`config.mk`:
```
export PLATFORM = sky130hd
export DESIGN_NAME = mul_div_unit
export DESIGN_NICKNAME = d
export VERILOG_FILES = /design/src/rtl/mul_div_unit.sv
export SDC_FILE = /design/constraint.sdc
export NUM_CORES = 1
export LEC_CHECK = 0
export CORE_ASPECT_RATIO = 1.5
export CORE_MARGIN = 3
export CORE_UTILIZATION = 50
export DETAILED_ROUTE_END_ITERATION = 8
export GPL_TIMING_DRIVEN = 1
export PLACE_DENSITY_LB_ADDON = 0.05
export REMOVE_ABC_BUFFERS = 1
export SYNTH_ARGS = -nofsm -noshare
export SYNTH_HDL_FRONTEND = slang
export SYNTH_SLANG_ARGS = --single-unit
```
`constraint.sdc`:
```
create_clock -name clk -period 9.09 [get_ports clk]
set_input_delay 1.818 -clock clk [delete_from_list [all_inputs] [get_ports clk]]
set_output_delay 1.818 -clock clk [all_outputs]
set_load 0.005 [all_outputs]
```
`src/rtl/mul_div_unit.sv`:
```
// Iterative radix-2 multiply/divide unit with architectural HI/LO.
// 33-edge sequence per mul/div; MTHI/MTLO complete in one edge.
module mul_div_unit #(
  parameter int WIDTH = 32
) (
  input  logic             clk,
  input  logic             reset,
  input  logic             start,
  input  logic [2:0]       op,
  input  logic [WIDTH-1:0] a,
  input  logic [WIDTH-1:0] b,
  output logic             busy,
  output logic             done,
  output logic [WIDTH-1:0] hi,
  output logic [WIDTH-1:0] lo
);

  localparam logic [2:0] OP_MTHI = 3'b100;
  localparam logic [2:0] OP_MTLO = 3'b101;

  typedef enum logic [1:0] {
    S_IDLE,
    S_RUN,
    S_FIN
  } state_t;

  state_t             r_state;
  state_t             w_next;
  logic [31:0]        r_cnt;
  logic [2*WIDTH-1:0] r_acc;
  logic [WIDTH-1:0]   r_m;
  logic               r_div;
  logic               r_neg_q;
  logic               r_neg_r;
  logic               r_dz;
  logic               r_done;
  logic [WIDTH-1:0]   r_hi;
  logic [WIDTH-1:0]   r_lo;

  logic               w_accept;
  logic               w_md;
  logic               w_mthi;
  logic               w_mtlo;
  logic               w_a_neg;
  logic               w_b_neg;
  logic [WIDTH-1:0]   w_a_mag;
  logic [WIDTH-1:0]   w_b_mag;
  logic [WIDTH-1:0]   w_addend;
  logic [WIDTH:0]     w_msum;
  logic [2*WIDTH-1:0] w_mul_nxt;
  logic [WIDTH:0]     w_dtrial;
  logic [2*WIDTH-1:0] w_div_nxt;
  logic [2*WIDTH-1:0] w_prod;
  logic [WIDTH-1:0]   w_quo;
  logic [WIDTH-1:0]   w_rem;

  assign w_accept = start & (r_state == S_IDLE);
  assign w_md     = w_accept & ~op[2];
  assign w_mthi   = w_accept & (op == OP_MTHI);
  assign w_mtlo   = w_accept & (op == OP_MTLO);

  // op[0]=0 selects the signed flavour (MULT/DIV)
  assign w_a_neg = ~op[0] & a[WIDTH-1];
  assign w_b_neg = ~op[0] & b[WIDTH-1];
  assign w_a_mag = w_a_neg ? -a : a;
  assign w_b_mag = w_b_neg ? -b : b;

  // Multiply: acc = {partial, multiplier}, add then shift right
  assign w_addend  = r_acc[0] ? r_m : '0;
  assign w_msum    = {1'b0, r_acc[2*WIDTH-1:WIDTH]} + {1'b0, w_addend};
  assign w_mul_nxt = {w_msum, r_acc[WIDTH-1:1]};

  // Divide: acc = {remainder, dividend}, restoring shift-subtract
  assign w_dtrial  = r_acc[2*WIDTH-1:WIDTH-1] - {1'b0, r_m};
  assign w_div_nxt = w_dtrial[WIDTH]
                   ? {r_acc[2*WIDTH-2:0], 1'b0}
                   : {w_dtrial[WIDTH-1:0], r_acc[WIDTH-2:0], 1'b1};

  // Remainder correction also restores the raw dividend on divide-by-zero
  assign w_prod = r_neg_q ? -r_acc : r_acc;
  assign w_quo  = r_neg_q ? -r_acc[WIDTH-1:0] : r_acc[WIDTH-1:0];
  assign w_rem  = r_neg_r ? -r_acc[2*WIDTH-1:WIDTH]
                          : r_acc[2*WIDTH-1:WIDTH];

  // State register
  always_ff @(posedge clk or posedge reset) begin
    if (reset) r_state <= S_IDLE;
    else       r_state <= w_next;
  end

  // Next-state decode
  always_comb begin
    w_next = r_state;
    unique case (r_state)
      S_IDLE:  if (w_md) w_next = S_RUN;
      S_RUN:   if (r_cnt == '0) w_next = S_FIN;
      S_FIN:   w_next = S_IDLE;
      default: w_next = S_IDLE;
    endcase
  end

  // Datapath: operand latch, iteration, HI/LO commit
  always_ff @(posedge clk or posedge reset) begin
    if (reset) begin
      r_cnt   <= '0;
      r_acc   <= '0;
      r_m     <= '0;
      r_div   <= 1'b0;
      r_neg_q <= 1'b0;
      r_neg_r <= 1'b0;
      r_dz    <= 1'b0;
      r_done  <= 1'b0;
      r_hi    <= '0;
      r_lo    <= '0;
    end else begin
      r_done <= 1'b0;
      if (w_mthi) begin
        r_hi   <= a;
        r_done <= 1'b1;
      end
      if (w_mtlo) begin
        r_lo   <= a;
        r_done <= 1'b1;
      end
      if (w_md) begin
        r_acc   <= {{WIDTH{1'b0}}, w_a_mag};
        r_m     <= w_b_mag;
        r_div   <= op[1];
        r_neg_q <= w_a_neg ^ w_b_neg;
        r_neg_r <= w_a_neg;
        r_dz    <= op[1] & (b == '0);
        r_cnt   <= 32'(WIDTH - 1);
      end
      if (r_state == S_RUN) begin
        r_acc <= r_div ? w_div_nxt : w_mul_nxt;
        if (r_cnt != '0) r_cnt <= r_cnt - 32'd1;
      end
      if (r_state == S_FIN) begin
        r_done <= 1'b1;
        if (r_div) begin
          r_lo <= r_dz ? '1 : w_quo;
          r_hi <= w_rem;
        end else begin
          {r_hi, r_lo} <= w_prod;
        end
      end
    end
  end

  assign busy = (r_state != S_IDLE);
  assign done = r_done;
  assign hi   = r_hi;
  assign lo   = r_lo;

endmodule

```
==> results.sh, run 1 <==
export IMPL_ys_flop_type="dfrtp_1"
export IMPL_ys_seq_elements=199
export IMPL_finalHoldViolCount=0
export IMPL_rsz0062_at_grt="no"
export IMPL_track_usage=0.266
export IMPL_wl_um=44100
export IMPL_grt_met3_usage=0.0323
export IMPL_place_congestion=0.940
export IMPL_synth_simple_area_share=0.188
export IMPL_synthArstFlopShare=1.00
export IMPL_synth_xor_area_frac=0.0962
export IMPL_finalPower_mw=6.39
export IMPL_relSlewSlack=0.209
export IMPL_min_to="r_m[20]$_DFFE_PP0P_"
export IMPL_synth_area_um2=15500
export IMPL_setup_viol=0
export IMPL_clock_fmax_mhz=217
export IMPL_clock_path_buffers=2
export IMPL_hold_depth=2
export IMPL_gr_usage_met1=0.335
export IMPL_post_cts_buffers=0
export IMPL_synth_edf_count=0
export IMPL_drc_errors=0
export IMPL_reg2reg_slack_ns=4.52
export IMPL_power_density_nw_per_um2=362
export IMPL_die_h_um=222
export IMPL_critPathKind="in2reg"
export IMPL_rr_worst_depth=13
export IMPL_start_util=0.511
export IMPL_fin_crit_sh=0.507
export IMPL_tightest_slew_ns=1.16
export IMPL_row_count=78
export IMPL_postCtsHoldBufs=0
export IMPL_timing_rr_end="r_acc[61]$_DFFE_PP0P_"
export IMPL_grt_pass1_vias=13724
export IMPL_period_needed_ns=4.61
export IMPL_drtIter0Drc=793
export IMPL_globalRouteOverflowTotal=0
export IMPL_cts_resized=0
export IMPL_cts_root_buf="clkbuf_16"
export IMPL_dr_pass1_iters=5
export IMPL_ys_types=72
export IMPL_antenna_found_initial=0
export IMPL_critPathCaptureType="flip-flop"
export IMPL_crit_fanout=4
export IMPL_hp_class="reg2reg"
export IMPL_ir_worst_vdd_mv=0.192
export IMPL_die_w_um=150
export IMPL_avgSynthCellArea_um2=8.07
export IMPL_grt_pass1_wl_um=71800
export IMPL_grt_max_degree=137
export IMPL_yosysWarnings=0
export IMPL_syn_inst=1919
export IMPL_wl_per_cell_um=18.4
export IMPL_synthMuxAreaShare=0.0523
export IMPL_insertion_delay_ns=0.46
export IMPL_clk_pin_slew_ns=0.07
export IMPL_core_um2=30400
export IMPL_min_from="r_m[20]$_DFFE_PP0P_"
export IMPL_drv_cap=0
export IMPL_area_growth_syn_to_layout_pct=13.8
export IMPL_n_antenna_cell=0
export IMPL_finalMaxSlewViolations=0
export IMPL_cts_tree="yes"
export IMPL_synth_top_family_by_area="compound AO/OA/AOI/OAI gates"
export IMPL_skew_ns=0.00984
export IMPL_nets=2121
export IMPL_synthAdderAreaFrac=0.0591
export IMPL_critPathLaunchType="primary input"
export IMPL_timing_setup_tns_ns=0
export IMPL_grt_use_met2=0.467
export IMPL_crit_required_ns=9.39
export IMPL_arrival_ns=4.91
export IMPL_r2r_start="r_acc[0]$_DFFE_PP0P_"
export IMPL_dp_hpwl_um=32500
export IMPL_grt_most_used_layer="met2"
export IMPL_dieArea_um2=33200
export IMPL_postRouteAntennaNets=0
export IMPL_cellLeakagePower_nw=7.28
export IMPL_cts_num_sinks=199
export IMPL_io_pins=136
export IMPL_status="complete, no violations"
export IMPL_via_count=14393
export IMPL_ctsHtreeMaxLevel=4
export IMPL_synth_compound_area_frac=0.239
export IMPL_port_buffers=135
export IMPL_layout_drive_gt1_share=0.0407
export IMPL_viasPerCell=6.02
export IMPL_seq_area_frac_synth=0.321
export IMPL_cts_made_buffers=17
## metrics by stage
| stage | instances | utilization | setup slack [ns] | instance area (um2) | hold slack [ns] |
|---|---|---|---|---|---|
| 2_1_floorplan | 1807 | - | 1.85 | 15100 | 0.440 |
| 3_3_place_gp | 2360 | 0.563 | 4.02 | 17100 | 0.459 |
| 3_5_place_dp | 2360 | 0.563 | 3.99 | 17100 | 0.470 |
| 4_1_cts | 2392 | 0.581 | 4.48 | 17600 | 0.481 |
| 5_1_grt | 2392 | 0.581 | 4.18 | 17600 | 0.493 |
| 6_report | 2392 | 0.581 | 4.48 | 17600 | 0.478 |
## cell families (layout without fill, tap and decap cells)
kind of cell,after synthesis,count (layout)
compound gates,584,584
xor+xnor,168,168
fa+ha+maj,72,72
buf+inv,178,251
flops,199,199
mux,80,80
simple gates,638,638
## layer usage
| layer | vias to the layer above | wire length, um |
|---|---|---|
| met1 | 6848 | 18500 |
| met5 | - | 0 |
| li1 | 7068 | - |
| met4 | 0 | 1270 |
| met3 | 74 | 2050 |
| met2 | 403 | 22300 |
## layout make-up
type | instances | area (um2)
clock buffers | 18 | 439
clock inverters | 14 | 100
fillers | 2843 | 12700
inverters | 66 | 255
multi-input cells | 1542 | 9870
flip-flops and latches | 199 | 4980
well taps | 400 | 500
repair buffers | 153 | 1490
## flip-flops by register name, indices dropped and copies added (netlist names)
signal / flops
r_dz: 1
r_neg_r: 1
r_acc: 64
done: 1
r_neg_q: 1
r_div: 1
hi: 32
lo: 32
r_state: 2
r_cnt: 32
r_m: 32
## cells in the mapped netlist (all sizes together) (3+ instances only)
cell type  number  area share
o41ai          11      0.0062
o221ai          4      0.0023
o21bai         11      0.0053
or4            15      0.0073
nand2b         22      0.0089
mux2i          72       0.047
o211ai         37       0.019
a21o           29       0.014
nor3b           3      0.0015
clkbuf        100       0.024
a211oi         15      0.0073
and3            8      0.0032
buf            12      0.0038
o21ai         175       0.057
xor2           94       0.054
nor2b          14      0.0057
o22ai           4      0.0016
nand2         235       0.057
and2           10      0.0040
a211o           3      0.0017
dfrtp         199        0.32
nor3           36       0.012
a21boi          3      0.0015
a22oi          24       0.012
nand4          11      0.0044
xnor2          74       0.042
a221oi          3      0.0017
a2111oi         5      0.0028
or3            27       0.011
a21oi         147       0.047
nor2          181       0.044
inv            66       0.016
o311ai          4      0.0023
a32oi          34       0.019
a41oi           4      0.0023
o31a            6      0.0034
nand3          34       0.011
ha             70       0.057
a31oi          16      0.0065
mux2            8      0.0058
o31ai          30       0.015
nor4           26       0.011
or2             6      0.0024
## power by group
group / switching, mW / leakage (nW) / internal, mW
clock: 0.365 / 0.268 / 0.359
combinational: 2.25 / 4.62 / 1.71
sequential: 0.466 / 2.39 / 1.24
## critical path, stage by stage
cell	delay, ns
clkdlybuf4s50_1	0.45
or4_1	0.60
nor4_1	0.34
nand3_1	0.18
or4_1	0.56
nor2_1	0.24
nand2_1	0.13
o41ai_1	0.33
xor2_1	0.17
o21ai_0	0.08
## layout by cell type (no fill, tap or decap), drive strengths merged, types with 26 or more instances in the layout
cell           Yosys  final
nand2            235    235
dfrtp            199    199
nor2             181    181
o21ai            175    175
a21oi            147    147
clkdlybuf4s50      0    135
xor2              94     94
xnor2             74     74
mux2i             72     72
ha                70     70
inv               66     70
o211ai            37     37
nor3              36     36
a32oi             34     34
nand3             34     34
o31ai             30     30
a21o              29     29
or3               27     27
nor4              26     26
## how the worst max path moves through the flow
stage	startpoint	endpoint	cells after the start	slack [ns]
finish	b[8]	r_m[29]$_DFFE_PP0P_	10	4.48
global route	r_acc[0]$_DFFE_PP0P_	r_acc[61]$_DFFE_PP0P_	13	4.18
CTS	b[8]	r_m[29]$_DFFE_PP0P_	10	4.48
detailed placement	b[8]	r_m[29]$_DFFE_PP0P_	10	3.99
global placement	b[8]	r_m[29]$_DFFE_PP0P_	10	4.02
floorplan	reset	done$_DFF_PP0_	1	1.85
(Power assumes the default switching activity.)
==> inputs of run 2 (changes only) <==
==> constraint.sdc (replaced) <==
create_clock -name clk -period 3.8 [get_ports clk]
set_input_delay 0.76 -clock clk [delete_from_list [all_inputs] [get_ports clk]]
set_output_delay 0.76 -clock clk [all_outputs]
set_load 0.005 [all_outputs]
==> run 2 against run 1 <==
  * Sequential cell count unchanged
  * Total power rose to 2.6 times the previous value
  * Final cell count up 4.1%
  * Final area rose by 5.5%
  * Sequential share of layout area shrank 1.5 points
  * Setup slack worse by 4.4 ns
  * Worst hold slack worse by 0.0047 ns
  * Global-route usage grew 1.7 points
  * Die area unchanged
  * Combinational power rose to 2.7 times the previous value
  * Non-clock buffer count grew 97
  * Clock power rose to 2.6 times the previous value
  * Critical path type is now reg2reg
  * Largest cell class unchanged
  * Highest routed layer unchanged
==> results.sh, run 2 (synthesis gave the netlist of run 1 again) <==
export IMPL_status="complete, no violations"
export IMPL_rsz0062_at_grt="no"
export IMPL_wl_um=47500
export IMPL_skew_ns=0.0127
export IMPL_largest_reg_flops=64
export IMPL_dp_hpwl_um=35800
export IMPL_die_w_um=150
export IMPL_cellLeakagePower_nw=7.84
export IMPL_critPathCaptureType="flip-flop"
export IMPL_start_util=0.511
export IMPL_rr_worst_depth=13
export IMPL_power_density_nw_per_um2=898
export IMPL_layout_drive_gt1_share=0.0861
export IMPL_die_h_um=222
export IMPL_n_antenna_cell=0
export IMPL_drtIter0Drc=877
export IMPL_io_pins=136
export IMPL_grt_pass1_wl_um=75900
export IMPL_critPathKind="reg2reg"
export IMPL_setup_viol=0
export IMPL_grt_pass1_vias=14692
export IMPL_place_congestion=0.941
export IMPL_antenna_found_initial=0
export IMPL_finalMaxSlewViolations=0
export IMPL_min_from="r_cnt[21]$_DFF_PP0_"
export IMPL_row_count=78
export IMPL_ctsHtreeMaxLevel=4
export IMPL_port_buffers=135
export IMPL_clock_fmax_mhz=272
export IMPL_clock_path_buffers=2
export IMPL_wl_per_cell_um=19.1
export IMPL_period_needed_ns=3.68
export IMPL_cts_root_buf="clkbuf_16"
export IMPL_hold_depth=1
export IMPL_min_to="r_cnt[21]$_DFF_PP0_"
export IMPL_via_count=14930
export IMPL_fin_crit_sh=0.968
export IMPL_layout_common_cells="nand2_1, dfrtp_1, nor2_1"
export IMPL_critPathLaunchType="flip-flop"
export IMPL_arrival_ns=4.06
export IMPL_placed_area_um2=17900
export IMPL_top_register="r_acc"
export IMPL_globalRouteOverflowTotal=0
export IMPL_cts_tree="yes"
export IMPL_cts_made_buffers=17
export IMPL_layout_commonest_cell="nand2_1"
export IMPL_track_usage=0.283
export IMPL_crit_fanout=17
export IMPL_cts_num_sinks=199
export IMPL_tightest_slew_ns=1.12
export IMPL_timing_rr_end="r_acc[35]$_DFFE_PP0P_"
export IMPL_dieArea_um2=33200
export IMPL_drc_errors=0
export IMPL_nets=2219
export IMPL_ir_worst_vdd_mv=0.495
export IMPL_crit_required_ns=4.18
export IMPL_insertion_delay_ns=0.46
export IMPL_final_area_um2=18600
export IMPL_reg2reg_slack_ns=0.12
export IMPL_finalHoldViolCount=0
export IMPL_grt_max_degree=80
export IMPL_fill_cells=2800
export IMPL_finalPower_mw=16.7
export IMPL_dr_pass1_iters=5
export IMPL_r2r_start="r_acc[31]$_DFFE_PP0P_"
export IMPL_hp_class="reg2reg"
export IMPL_core_um2=30400
export IMPL_postRouteAntennaNets=0
export IMPL_area_growth_syn_to_layout_pct=20.0
export IMPL_drv_cap=0
export IMPL_relSlewSlack=0.254
export IMPL_viasPerCell=6.00
export IMPL_clk_pin_slew_ns=0.08
run 2: routing by layer:
layer  wire (um)  global-route usage  vias to the layer above
li1            -                   -                     7257
met1       19400               0.342                     7193
met2       24600               0.509                      398
met3        1800              0.0305                       82
met4        1730               0.110                        0
met5           0                   0                        -
run 2: worst max-delay path by stage:
stage                                      from                    end  slack (ns)  cells after the start
after global placement                     b[8]    r_m[27]$_DFFE_PP0P_        0.04                     11
final                     r_acc[31]$_DFFE_PP0P_  r_acc[35]$_DFFE_PP0P_        0.12                     13
after CTS                 r_acc[31]$_DFFE_PP0P_  r_acc[49]$_DFFE_PP0P_        0.04                     14
after global routing      r_acc[31]$_DFFE_PP0P_  r_acc[35]$_DFFE_PP0P_        0.02                     13
after detailed placement                   b[8]    r_m[29]$_DFFE_PP0P_        0.04                     10
after floorplan                           reset         done$_DFF_PP0_       -2.39                      1
run 2: area by class of cell:
type | instances | area, um2 | share of cell area
clock buffer | 20 | 467 | 0.0251
clock inverter | 12 | 140 | 0.00753
inverter | 66 | 255 | 0.0137
multi-input combinational | 1543 | 9910 | 0.533
sequential | 199 | 4980 | 0.268
tap | 400 | 500 | 0.0269
timing repair buffer | 250 | 2350 | 0.126
run 2: repair_timing:
action	in CTS	in global routing
buffers inserted	0	2
setup endpoints to repair	0	23
hold buffers	0	0
resized for setup	0	5
run 2: power breakdown:
part | total (mW) | internal (mW) | switching [mW]
clock network | 1.92 | 1.03 | 0.890
logic | 10.8 | 4.89 | 5.93
registers | 3.97 | 2.97 | 0.995
total | 16.7 | 8.90 | 7.81
run 2: per-stage QoR:
stage,TNS (ns),std cells,setup WS (ns),util,hold slack [ns]
final,0,2490,0.121,0.613,0.473
after global routing,0,2490,0.0218,0.613,0.490
after CTS,0,2484,0.0436,0.609,0.474
after detailed placement,0,2452,0.0378,0.589,0.464
after global placement,0,2452,0.0395,0.589,0.456
after floorplan,-536.43,1807,-2.39,-,0.440
run 2: critical path: stages, from the launching register on:
cell and delay, ns:
dfrtp_1 0.35, inv_1 0.07, ha_1 0.23, fa_1 0.39, nand2b_1 0.20, a21o_1 0.19
and3_1 0.18, o41a_1 0.39, o31a_1 0.36, o211ai_4 0.33, xnor2_4 0.22, clkbuf_16 0.26
o31a_1 0.30, o21ai_1 0.13
==> inputs of run 3 (changes only) <==
--- a/config.mk
+++ b/config.mk
@@ -8,6 +8,7 @@
 export CORE_ASPECT_RATIO = 1.5
 export CORE_MARGIN = 3
 export CORE_UTILIZATION = 50
+export CTS_CLUSTER_SIZE = 12
 export DETAILED_ROUTE_END_ITERATION = 8
 export GPL_TIMING_DRIVEN = 1
 export PLACE_DENSITY_LB_ADDON = 0.05
==> results of run 3 <==
No change in the layout: final DEF, timing and power equal those of run 2.
